<file path="config.mk">
export PLATFORM = sky130hd
export DESIGN_NAME = pq_heap
export DESIGN_NICKNAME = d
export VERILOG_FILES = /design/src/rtl/pq_heap.sv
export SDC_FILE = /design/constraint.sdc
export NUM_CORES = 1
export LEC_CHECK = 0
export ABC_AREA = 0
export BUFFER_PORTS_ARGS = -buffer_cell sky130_fd_sc_hd__buf_2
export CORE_MARGIN = 2
export CORE_UTILIZATION = 52
export CTS_BUF_LIST = sky130_fd_sc_hd__clkbuf_16
export CTS_CLUSTER_SIZE = 40
export DETAILED_ROUTE_END_ITERATION = 8
export PLACE_DENSITY = 0.68
export SYNTH_ARGS = -nofsm -noshare
export SYNTH_HDL_FRONTEND = slang
export SYNTH_SLANG_ARGS = --single-unit
</file>
<file path="constraint.sdc">
create_clock -name clk -period 8.7 [get_ports clk]
set_input_delay 1.74 -clock clk [delete_from_list [all_inputs] [get_ports clk]]
set_output_delay 1.74 -clock clk [all_outputs]
set_load 0.02 [all_outputs]
</file>
<file path="src/rtl/pq_heap.sv">
// pq_heap: binary-heap priority queue with one compare/swap per clock.
// Optional sticky completion flag: define PQ_HEAP_STICKY_DONE_EN.
`default_nettype none
// ---------------------------------------------------------------------------
// Module  : pq_heap
// Purpose : min/max binary heap over a 1-based register array
// Rev     : 1.0
// ---------------------------------------------------------------------------
module pq_heap #(
  parameter int DATA_W   = 8,
  parameter int ADDR_W   = 4,
  parameter int MAX_HEAP = 0
) (
  input  logic              clk,
  input  logic              reset,
  input  logic              push,
  input  logic              pop,
  input  logic [DATA_W-1:0] din,
  input  logic              ack,
  output logic [DATA_W-1:0] dout,
  output logic [ADDR_W-1:0] size,
  output logic              valid,
  output logic              full,
  output logic              busy,
  output logic              done,
  output logic              err,
  output logic              done_flag
);

  localparam int CAP = (1 << ADDR_W) - 1;
  localparam logic [ADDR_W-1:0] C_CAP = ADDR_W'(CAP);
  localparam logic [ADDR_W-1:0] C_ONE = ADDR_W'(1);
  localparam logic [1:0] S_IDLE = 2'd0;
  localparam logic [1:0] S_UP   = 2'd1;
  localparam logic [1:0] S_DOWN = 2'd2;

  logic [1:0]        state_q, state_d;
  logic [ADDR_W-1:0] size_q, size_d;
  logic [ADDR_W-1:0] idx_q, idx_d;
  logic              done_q, done_d;
  logic              err_q, err_d;
  // Entry 0 is never used so that child/parent indices map directly.
  logic [DATA_W-1:0] mem_q [0:CAP];
  logic [DATA_W-1:0] mem_d [0:CAP];

  function automatic logic better(input logic [DATA_W-1:0] a, input logic [DATA_W-1:0] b);
    return (MAX_HEAP != 0) ? (a > b) : (a < b);
  endfunction

  logic [ADDR_W-1:0] parent;
  logic [ADDR_W:0]   lft, rgt;
  logic              l_ok, r_ok;
  logic [ADDR_W-1:0] l_a, r_a, c_a;

  always_comb begin
    parent = idx_q >> 1;
    lft    = {idx_q, 1'b0};
    rgt    = {idx_q, 1'b1};
    l_ok   = lft <= {1'b0, size_q};
    r_ok   = rgt <= {1'b0, size_q};
    l_a    = lft[ADDR_W-1:0];
    r_a    = rgt[ADDR_W-1:0];
    c_a    = (r_ok && better(mem_q[r_a], mem_q[l_a])) ? r_a : l_a;
  end

  always_ff @(posedge clk or negedge reset) begin
    if (!reset) state_q <= S_IDLE;
    else        state_q <= state_d;
  end

  always_comb begin
    state_d = state_q;
    size_d  = size_q;
    idx_d   = idx_q;
    done_d  = 1'b0;
    err_d   = 1'b0;
    mem_d   = mem_q;
    case (state_q)
      S_IDLE: begin
        if (push && pop && (size_q != '0)) begin
          mem_d[C_ONE] = din;
          idx_d        = C_ONE;
          state_d      = S_DOWN;
        end else if (push) begin
          if (size_q == C_CAP) begin
            err_d = 1'b1;
          end else begin
            mem_d[size_q + C_ONE] = din;
            size_d  = size_q + C_ONE;
            idx_d   = size_q + C_ONE;
            state_d = S_UP;
          end
        end else if (pop) begin
          if (size_q == '0) begin
            err_d = 1'b1;
          end else begin
            mem_d[C_ONE] = mem_q[size_q];
            size_d       = size_q - C_ONE;
            idx_d        = C_ONE;
            if (size_q == C_ONE) done_d  = 1'b1;
            else                 state_d = S_DOWN;
          end
        end
      end
      S_UP: begin
        err_d = push | pop;
        if ((idx_q == C_ONE) || !better(mem_q[idx_q], mem_q[parent])) begin
          done_d  = 1'b1;
          state_d = S_IDLE;
        end else begin
          mem_d[idx_q]  = mem_q[parent];
          mem_d[parent] = mem_q[idx_q];
          idx_d         = parent;
        end
      end
      S_DOWN: begin
        err_d = push | pop;
        if (!l_ok || !better(mem_q[c_a], mem_q[idx_q])) begin
          done_d  = 1'b1;
          state_d = S_IDLE;
        end else begin
          mem_d[idx_q] = mem_q[c_a];
          mem_d[c_a]   = mem_q[idx_q];
          idx_d        = c_a;
        end
      end
      default: state_d = S_IDLE;
    endcase
  end

  always_ff @(posedge clk or negedge reset) begin
    if (!reset) begin
      size_q <= '0;
      idx_q  <= '0;
      done_q <= 1'b0;
      err_q  <= 1'b0;
    end else begin
      size_q <= size_d;
      idx_q  <= idx_d;
      done_q <= done_d;
      err_q  <= err_d;
    end
  end

  // Storage is deliberately left out of reset; size gating hides stale data.
  always_ff @(posedge clk) begin
    mem_q <= mem_d;
  end

  always_comb begin
    dout  = (size_q != '0) ? mem_q[C_ONE] : '0;
    size  = size_q;
    valid = (size_q != '0) && (state_q == S_IDLE);
    full  = (size_q == C_CAP);
    busy  = (state_q != S_IDLE);
    done  = done_q;
    err   = err_q;
  end

`ifdef PQ_HEAP_STICKY_DONE_EN
  logic flag_q, flag_d;

  always_comb begin
    flag_d = flag_q;
    if (done_q)   flag_d = 1'b1;
    else if (ack) flag_d = 1'b0;
  end

  always_ff @(posedge clk or negedge reset) begin
    if (!reset) flag_q <= 1'b0;
    else        flag_q <= flag_d;
  end

  assign done_flag = flag_q;
`else
  logic unused_ack;
  assign unused_ack = ack;
  assign done_flag  = 1'b0;
`endif

endmodule
`default_nettype wire

</file>
After elaboration in Yosys (flattened, before gate mapping)
Cells that the tools add are included.
Storage, ports and cells
  logic and storage cells: 169
  bits of input ports: 13
  bits in registers: 140
  output and inout port bits: 18
Cells by class
  eq/ne operators: 18
  bitwise gates (word level): 9
  add/sub/neg operators: 2
  multiplexer cells: 79
  reductions and logical operators: 24
  magnitude comparators: 16
Operator list (count)
  128-bit bitwise mux: 5
  128-bit two-way mux: 3
  128-bit case mux with 3 select lines: 1
  112-bit two-way mux: 2
  8-bit binary-select mux with 4-bit select: 6
  8-bit two-way mux: 23
  8-bit demux with 4-bit select: 4
  4-bit two-way mux: 10
  5-bit greater-or-equal comparator, second input constant: 7
  4-bit inverter with 5-bit output: 6
  8-bit less-than comparator: 3
  5-bit by 1-bit less-than comparator with 1-bit output, second input constant: 4
  2-bit != test, second input constant: 9
  6-bit AND reduction: 3
  2-bit two-way mux: 8
  4-bit != test, second input constant: 4
  1-bit two-way mux: 13
  4-bit case mux with 3 select lines: 1
  5-bit by 4-bit <= comparator with 1-bit output: 2
  4-bit by 1-bit equality test with 1-bit output, second input constant: 2
  1-bit logical AND: 8
  2-bit case mux with 3 select lines: 1
  3-bit inverter with 5-bit output: 1
  5-bit AND reduction: 1
  17 further kinds: 21

Longest topological paths before layout
  depth in word-level cells: 16
  depth in mapped cells: 29
  mapped depth without buffers: 20

Worst setup path before layout
Ideal clock, no wire load.
  path kind: register to register
  start point: register idx_q[2]
  end point: register with a tool-made name
  setup time: 0.375 ns
  data arrival time: 7.261 ns
  clock period less this slack: 7.636 ns
  slack: 1.064 ns
  stages on the path, launching flop included: 29
  data required time: 8.325 ns
  path buffers: 9
  path through: dfrtp_1 > buf_4 > buf_4 > buf_2 > buf_2 > buf_2 > clkbuf_1 > mux4_2 > mux2_2 > ha_1 > nand4_1 > or2_2 > nor4_2 > or3_1 > buf_6 > buf_6 > mux2i_1 > mux4_2 > a21oi_1 > ha_1 > a21o_1 > a21o_1 > a221oi_1 > nand2_1 > nand2_1 > a21oi_1 > a2111o_1 > buf_2 > a21oi_1
RTL lines
  from (decl): RTL line 39  | logic [ADDR_W-1:0] idx_q, idx_d;
  from (signal assigned): RTL line 139  | idx_q <= idx_d;

==> results.txt <==
- Worst-Skew Late Latency: 460 ps
- Number of nets in the layout: roughly 1,900
* Number of synthesized register bits: 140
* Area occupied by multi-input gates: about 11,000 sq um
- Netlist area before placement: between 15,000 and 20,000 sq um
* Setup slack of the worst register-to-register path: about 940 ps
- Crit. End Element: register
* Area occupied by registers: roughly 4200 sq um
- In this run the deepest clock path goes through 2 buffers.
- Cell depth of the worst flop-to-flop path: 24
- The first global-routing pass estimated 116,000 um of wire.
- Yosys printed 0 warnings.
* Via count: ~18,000
* Weighted congestion at the end of routability-driven global placement: roughly 1.0
- Arrival time reported for the critical path endpoint: 7920 ps
* Required time at the endpoint of the critical path: 8850 ps
* Critical path launch point: idx_q[0]
* Most area-hungry cell type in the Yosys netlist: edfxtp_1
- Async S/R FF share, synth: 8.57%
* Main combinational cell family by area after synthesis: compound AO/OA/AOI/OAI gates
* Number of max-cap violations: 0
* Hold Vio Cnt, Final: 0
* Global-route total usage across every layer: between 40% and 50%
- The first detailed-routing pass ran for 8 iterations.
- Counting the fill cells in the layout gives 2,816.
* Setup TNS: 0 ps
* CTS clock-pin slew for the worst setup and hold paths: 70 ps
- Detailed-route wire length per cell: 36.6 um
- In this run the count of I/O pins placed on the die edge is 31.
- Port buffer count: 28
* TritonCTS clock tree: built
* Start of the worst register-to-register path: idx_q[0]
* Full die area: between 30,000 and 40,000 sq um
- Counting I/O delays and the setup requirement, the final critical path takes ~7800 ps.
- The clock net in this run drives a total of 140 sinks.
- Gate Count Post-Synth: ~1,800
- CTS Root Cell: clkbuf_16
* Core region area: 31,300 sq um
- The initial utilization of the core area, before any placement, comes to a little over half.
* Placed wire-length estimate after detailed placement: 58,600 um
- The repair_antennas step left the layout with diodes totalling 0.
- Buffers inserted to repair hold after CTS numbered 0.
* Layout overhead on the synthesized area: 7.96%
* Share of cells above drive strength 1: between 10% and 20%
* Unrepaired setup endpoints after global routing: false
* Detailed Route WL: roughly 80,000 um
- Startpoint of the tightest hold check path: state_q[1]
- Area fraction in compound gates after synthesis: ~27%
- The clock arrives with roughly 13 ps of skew.
- Setup violation total in the final timing report: 0
- Antenna violations before repair: 1
- Simple-gate portion of the synthesized area: 15.0%
- In the post-synthesis netlist, the biggest area contributors are edfxtp_1 23%, mux4_2 17%, mux2i_1 6.6%.
* Most frequently used cell type in the post-synthesis netlist: nand2_1
- The final count of pins violating max slew is 0.
* Count of antenna-violating nets left after detailed routing: 0
- Average vias per placed instance: approximately 8.1
- In this run the mean area of a mapped cell was 8.90 sq um.
- Adder-cell area share of the yosys netlist: between 2 and 3%
* Number of gates resized after cts: 0
- H-Tree Depth: 4
- Category of the critical setup timing path: register to register
* Count of flip-flops with a built-in enable after synthesis: approximately 130
- Sequential elements use around a quarter of the synthesized area.
- Final worst-path cycle share: ~89%
- Timing would allow up to roughly 130 MHz.
- Post-synthesis net count: roughly 1,900
- After Yosys synthesis, XOR and XNOR cells account for less than 1% of the synthesized area.
- Class of the worst hold path: register to register
* Vias in the first global route: around 16,000
- Clock buffers created by TritonCTS: 17
- Buffers inserted by post-CTS timing repair: 0
- For this run the aggregate overflow at the end of global routing stands at 0.
* Die outline height: roughly 180 um
- The flow ran to the end, and the final reports show no timing, DRC or antenna violations.
- Maximum number of pins on one net before global-route repair: slightly above 60
- Commonest register cell after synthesis: edfxtp_1
* Drc violations: 0
* Share of cell area taken by muxes after synthesis: between 20 and 25%
* Violation count after the first detailed-routing iteration: roughly 3,300
- Cell row count: 65
- Die span in x: 182 um
- Worst setup SP type: register
* Cell variety after synth: 79
* Post-synth top area share: between 20% and 30%
- Largest fanout on the critical path: between 40 and 50
* List of most frequent post-synthesis cells: 246 x nand2_1, 216 x o21ai_0, 130 x a21oi_1
- Measured against its own limit, the worst slew margin works out to 4.22%.
* Measured slew at the worst slew-check pin: 1440 ps
[layer usage]
layer | GRT usage, % | share of wire [%] | vias up
met5 | 0 | 0.022 | -
met4 | 25.1 | 6.1 | 2
met3 | 20.9 | 17 | 374
met2 | 68.4 | 40 | 1865
met1 | 64.8 | 36 | 8576
li1 | - | - | 7235
[layout make-up]
cell class	count	area share, %
Multi-Input combinational cell	1502	64.4
Sequential cell	140	23.4
Timing Repair Buffer	129	5.27
Clock buffer	22	3.10
Tap cell	402	2.83
Inverter	28	0.592
Clock inverter	10	0.381
[critical path, stage by stage (launching register included)]
cell       delay (ps)
dfrtp_4           910
mux4_2            650
mux2_2            300
ha_1              310
nand4_1           150
or2_2             420
a2111oi_4         200
buf_4             250
or3_2             440
buf_4             420
mux2i_1           470
mux2i_1           200
a21oi_1           320
nor3b_1           110
ha_1              310
a21o_1            160
a21oi_1           200
o21ai_0           110
a21oi_1           150
buf_4             160
a21oi_1           120
a2111o_1          410
buf_4             220
a21oi_1           140
buf_4             230
[kinds of logic after synthesis]
kind of cell / after synthesis
simple gates: 535
flops: 140
mux: 245
other cells: 1
compound gates: 680
xor+xnor: 7
buf+inv: 204
fa+ha+maj: 34
[how the worst min path moves through the flow]
stage                     slack, ps         end  cells past startpoint
after floorplan                 560  state_q[1]                      2
after global placement          600  state_q[1]                      2
after detailed placement        620  state_q[0]                      2
after CTS                       630  state_q[1]                      2
after global routing            680  state_q[1]                      2
final                           630  state_q[1]                      2
[per-stage QoR]
step | area (sq um) | cells | util [%] | setup slack [ps] | hold slack, ps
after floorplan | 16400 | 1846 | - | 1060 | 560
after global placement | 17100 | 2201 | 54.7 | 1210 | 601
after detailed placement | 17100 | 2201 | 54.7 | 1180 | 616
after CTS | 17700 | 2233 | 56.7 | 1140 | 634
after global routing | 17700 | 2233 | 56.7 | 816 | 682
final | 17700 | 2233 | 56.7 | 937 | 629
[placed cells by master (no fill, tap or decap), types with 17 or more instances in the layout]
cell	instances
buf_4	98
nor2b_1	27
a221o_1	21
o21ai_0	215
o211ai_1	55
a22oi_1	34
nand3_1	37
o22ai_1	22
and2_1	21
mux4_2	122
edfxtp_1	128
a31oi_1	20
a221oi_1	25
clkbuf_16	22
nor2_1	118
buf_2	28
a21oi_1	130
mux2i_1	109
nand2_1	245
inv_1	29
nor3_1	17
ha_1	33
a21boi_0	18
o221ai_1	21
a211oi_1	29
Power is left out: the tool's default activity adds up to more than one toggle a clock period on the data nets, which glitch-free logic cannot reach.
